<file path="src/rtl/dmem_responder.sv">
// dmem_responder: single-port 128 x 32-bit data memory with a fixed-latency
// request/response protocol.
//
// Handshake: in IDLE a low CEN at a rising edge captures A, D and WEN. The
// responder then waits LATENCY cycles (WAIT) and performs the array access on
// the edge entering RESP. ready is high for exactly the one RESP cycle.
// Requests arriving in WAIT or RESP are ignored. busy is high whenever the
// FSM is outside IDLE.
//
// Optional feature: define DMEM_ZERO_INIT_EN to add an INIT state after reset
// that writes zero to every word (ascending order, one word per cycle).
module dmem_responder #(
  parameter int LATENCY = 1
) (
  input  logic        clk,
  input  logic        rst_n,
  input  logic        CEN,
  input  logic        WEN,
  input  logic        OEN,
  input  logic [6:0]  A,
  input  logic [31:0] D,
  output logic [31:0] Q,
  output logic        ready,
  output logic        busy,
  output logic [1:0]  dbg_state
);

  // Encodings are fixed so dbg_state means the same thing in every build.
  typedef enum logic [1:0] {
    S_IDLE = 2'd0,
    S_WAIT = 2'd1,
    S_RESP = 2'd2
`ifdef DMEM_ZERO_INIT_EN
    , S_INIT = 2'd3
`endif
  } state_t;

  // Counter reload value; unused when LATENCY is 0 since WAIT is skipped.
  localparam logic [2:0] WAIT_LOAD = (LATENCY > 0) ? 3'(LATENCY - 1) : 3'd0;

  state_t      state;
  logic [2:0]  cnt;
  logic [6:0]  cap_a;
  logic [31:0] cap_d;
  logic        cap_wen;
  logic [31:0] q_reg;
  logic [31:0] mem [128];

`ifdef DMEM_ZERO_INIT_EN
  logic [6:0]  init_idx;
`endif

  // Array access for the edge entering RESP. With zero latency the capture
  // and the access share one edge, so the live inputs are used directly.
  logic        op_go;
  logic        op_read;
  logic [6:0]  op_addr;
  logic [31:0] op_data;

  // Select the operand source for the access happening at the next edge.
  always_comb begin
    op_go   = 1'b0;
    op_read = 1'b0;
    op_addr = cap_a;
    op_data = cap_d;
    if (state == S_IDLE && !CEN && LATENCY == 0) begin
      op_go   = 1'b1;
      op_read = WEN;
      op_addr = A;
      op_data = D;
    end else if (state == S_WAIT && cnt == 3'd0) begin
      op_go   = 1'b1;
      op_read = cap_wen;
    end
  end

  // Array write port. Gating with rst_n guarantees that a reset edge never
  // commits a pending write; the zero-fill sweep shares the same port.
  logic        mem_we;
  logic [6:0]  mem_addr;
  logic [31:0] mem_wdata;

  // Choose between the protocol write and the zero-fill sweep.
  always_comb begin
    mem_we    = rst_n && op_go && !op_read;
    mem_addr  = op_addr;
    mem_wdata = op_data;
`ifdef DMEM_ZERO_INIT_EN
    if (state == S_INIT) begin
      mem_we    = rst_n;
      mem_addr  = init_idx;
      mem_wdata = 32'h0;
    end
`endif
  end

  // Storage array; intentionally not reset so contents survive rst_n.
  always_ff @(posedge clk) begin
    if (mem_we) begin
      mem[mem_addr] <= mem_wdata;
    end
  end

  // Protocol FSM with registered ready and output data register.
  always_ff @(posedge clk) begin
    if (!rst_n) begin
`ifdef DMEM_ZERO_INIT_EN
      state    <= S_INIT;
      init_idx <= 7'd0;
`else
      state    <= S_IDLE;
`endif
      cnt      <= 3'd0;
      q_reg    <= 32'h0;
      ready    <= 1'b0;
    end else begin
      ready <= 1'b0;
      // The output register only changes when a read completes.
      if (op_go && op_read) begin
        q_reg <= mem[op_addr];
      end
      case (state)
`ifdef DMEM_ZERO_INIT_EN
        S_INIT: begin
          init_idx <= init_idx + 7'd1;
          if (init_idx == 7'd127) begin
            state <= S_IDLE;
          end
        end
`endif
        S_IDLE: begin
          if (!CEN) begin
            cap_a   <= A;
            cap_d   <= D;
            cap_wen <= WEN;
            if (LATENCY == 0) begin
              state <= S_RESP;
              ready <= 1'b1;
            end else begin
              state <= S_WAIT;
              cnt   <= WAIT_LOAD;
            end
          end
        end
        S_WAIT: begin
          if (cnt == 3'd0) begin
            state <= S_RESP;
            ready <= 1'b1;
          end else begin
            cnt <= cnt - 3'd1;
          end
        end
        S_RESP: begin
          state <= S_IDLE;
        end
        default: begin
          state <= S_IDLE;
        end
      endcase
    end
  end

  assign busy      = (state != S_IDLE);
  assign Q         = OEN ? 32'h0 : q_reg;
  assign dbg_state = state;

endmodule

</file>
<file path="config.mk">
export PLATFORM = sky130hd
export DESIGN_NAME = dmem_responder
export DESIGN_NICKNAME = d
export VERILOG_FILES = /design/src/rtl/dmem_responder.sv
export SDC_FILE = /design/constraint.sdc
export NUM_CORES = 2
export LEC_CHECK = 0
export BUFFER_PORTS_ARGS = -buffer_cell sky130_fd_sc_hd__buf_2
export CAP_MARGIN = 10
export CORE_UTILIZATION = 40
export CTS_CLUSTER_SIZE = 12
export DETAILED_ROUTE_END_ITERATION = 8
export GPL_ROUTABILITY_DRIVEN = 0
export SLEW_MARGIN = 20
export SYNTH_ARGS = -nofsm -noshare
export SYNTH_HDL_FRONTEND = slang
export SYNTH_SLANG_ARGS = --single-unit
</file>
<file path="constraint.sdc">
create_clock -name clk -period 8.6 [get_ports clk]
set_input_delay 0.86 -clock clk [delete_from_list [all_inputs] [get_ports clk]]
set_output_delay 0.86 -clock clk [all_outputs]
set_load 0.02 [all_outputs]
</file>
==> impl_metrics.yaml <==
die:
  die_y_um: 635
  die_w_um: 635
  io_pins: 80
  start_util: 0.402
  coreArea_um2: 399000
  dieArea_um2: 403000
  row_count: 232
final_layout:
  seqCellArea_um2: 125000
  drive_gt1_frac: 0.150
  finalNetCount: 8997
  layout.cells.non_filler: 14540
  area.growth.synth_to_final_pct: 13.2
  n_fill_cell: 33399
  multi_input_area_um2: 33700
  largest_register_ffs: 4096
setup_path:
  required_ps: 9440
  start_kind: "register"
  worst_path_max_delay_cell: "nand4_1"
  crit_type: "reg -> reg"
  path_cells: "buf_12 > or2_4 > buf_4 > buf_4 > o22ai_1 > o21ai_0 > nand4_1 > a221oi_1 > a31oi_1"
  cpPeakStageDelay_ps: 1010
  crit_path_frequent_cell: "buf_4"
  cp_max_fo: 66
  critPathCaptureType: "register"
  arrival_ps: 6130
  r2r_slack_ps: 3320
global_route:
  antenna_found_initial: 46
  grt_remaining_overflow: 0
  grt_pass1_vias: 85091
  use_met2: 0.368
  grt_pass1_wl_um: 674000
  grt_use_total: 0.234
  gr-usage-met3: 0.0449
  groute.layer.met1.usage: 0.322
  grt.busiest_layer: "met2"
  grt_start_max_net_pins: 129
route:
  antenna_left: 0
  vias_per_cell: 6.09
  drt_pass1_iterations: 6
  wl_per_cell_um: 33.6
  drt-initial-drc-count: 13247
  drc: 0
  num_vias: 88608
  wirelength_um: 488000
clock_tree:
  cts_setup_buffers: 0
  ctsLongestPathBuffers: 4
  cts_buffers: 424
  clock-sinks: 4174
  cts_resized: 0
  cts_hold_buf: 0
  htree_levels: 5
  insertion_delay_ps: 980
  cts-root-buf: "clkbuf_16"
  tritoncts: "yes"
  clkTransAtPathRegs_ps: 60
outcome:
  status: "finished clean"
power:
  p_sw_mw: 8.96
  p_per_area_nw_per_um2: 227
  switching_share: 0.217
  p_clk_frac: 0.413
  peakVddDrop_mv: 0.159
  seq_power_share: 0.543
  p_int_mw: 32.3
  leakage_nw: 58.8
  power_mw: 41.2
  pwr-share-comb: 0.044
yosys:
  ys_async_sr_fraction: 0
  synth_area_um2: 160000
  yosysWarnings: 0
  ys_seq_elements: 4174
  syn-num-nets: 8710
  ys_types: 59
  synth_cells: 8664
  synth-edff-count: 4136
  synth_area_per_cell_um2: 18.5
  ys.flop_type: "edfxtp_1"
  ys_seq_area_frac: 0.780
timing:
  setup_violations: 0
  clock.fmax_mhz: 189
  timing.final.crit_period_ps: 5280
  setup_tns_ps: 0
  slew_headroom: 0.161
  worst_pin_slew_ps: 1240
  final.setup_skew_ps: 44.0
  whs_ps: 67.4
  rsz0062_at_grt: "no"
  drv_slew: 0
  post-route-period-util: 0.614
  hold_viol: 0
min_path:
  hold_path_class: "in -> reg"
job:
  cap_violations: 0
placement:
  dp_hpwl_um: 274000
  dp_cells: 13789
  portBuffers: 79
power by group through the flow:
stage,logic [mW],clock network [mW],registers [mW]
after CTS,1.80,17.2,22.4
after global placement,1.75,0,22.8
after global routing,1.88,17.9,22.4
after floorplan,0.880,0,22.9
final,1.82,17.0,22.4
after detailed placement,1.79,0,22.8
cell usage in the layout, fill, tap and decap left out, drive strengths merged, types with 12 or more instances in the layout:
cell type	Yosys	layout
clkinv	0	119
a22o	12	12
nand2b	40	40
edfxtp	4136	4136
a21oi	116	116
a211o	13	13
nand3	20	20
a221o	26	26
a221oi	298	298
dfxtp	38	38
mux2i	1323	1323
nand4	25	25
o21ai	403	403
a22oi	48	48
o22a	19	19
inv	6	20
a41oi	34	34
nand2	150	150
and3	20	20
a31oi	49	49
and2	22	22
diode	0	19
clkbuf	208	590
nor2b	47	47
buf	361	430
nor2	297	297
o2bb2ai	23	23
mux4	183	183
mux2	59	59
o22ai	577	577
a41o	16	16
o2111ai	14	14
per-layer routing:
metal	up-vias	routed length, µm
met2	5255	225000
met3	840	51700
met1	46365	189000
met4	16	22500
met5	-	103
li1	36132	-
metrics by stage:
stage               area (µm²)  utilization  setup WS [ps]
global placement        168000        0.421           1950
global route            181000        0.454           3410
finish                  181000        0.454           3320
floorplan               160000            -           4100
CTS                     181000        0.454           3490
detailed placement      169000        0.423           3480
worst max-delay path: cells and delay by family, from the launching register on:
kind            cells  cell delay, ps
compound gates      4            1560
flops               1             370
buf+inv             3            1430
simple gates        2            1570
logic make-up after synthesis:
family	Yosys count	share of synthesized area
compound gates	1701	0.0709
buf+inv	575	0.0187
flops	4174	0.780
mux	1565	0.112
fa+ha+maj	2	0.000156
simple gates	647	0.0182
worst paths after layout:
| kind | depth (start not counted) | start | to |
|---|---|---|---|
| worst max register to register | 9 | cap_a[2] | q_reg[28] |
| worst max-delay path | 9 | cap_a[2] | q_reg[28] |
| worst min register to register | 2 | q_reg[9] | q_reg[9] |
| worst min-delay path | 1 | D[5] | cap_d[5] |
cells in the mapped netlist (26+ instances only):
cell | n | share of area
a221oi_1 | 298 | 0.016
a21oi_1 | 116 | 0.0036
clkbuf_1 | 208 | 0.0049
mux2_2 | 59 | 0.0041
a221o_1 | 26 | 0.0016
edfxtp_1 | 4136 | 0.77
nand2_1 | 149 | 0.0035
buf_2 | 167 | 0.0052
nor2_1 | 297 | 0.0070
buf_1 | 55 | 0.0013
a31oi_1 | 49 | 0.0019
mux2i_1 | 1323 | 0.083
nor2b_1 | 47 | 0.0018
mux4_2 | 183 | 0.026
a41oi_1 | 34 | 0.0019
a22oi_1 | 48 | 0.0022
o22ai_1 | 577 | 0.023
nand2b_1 | 40 | 0.0016
o21ai_0 | 399 | 0.012
dfxtp_1 | 38 | 0.0047
buf_6 | 29 | 0.0020
buf_4 | 110 | 0.0052
cell type report:
| type | count | area share |
|---|---|---|
| tap | 5265 | 0.0363 |
| clock inverter | 141 | 0.00570 |
| antenna | 19 | 0.000262 |
| sequential | 4174 | 0.689 |
| inverter | 6 | 0.000166 |
| clock buffer | 590 | 0.0633 |
| multi-input combinational | 3915 | 0.186 |
| timing repair buffer | 430 | 0.0197 |
Note: power is estimated with default switching activity, not from simulation.
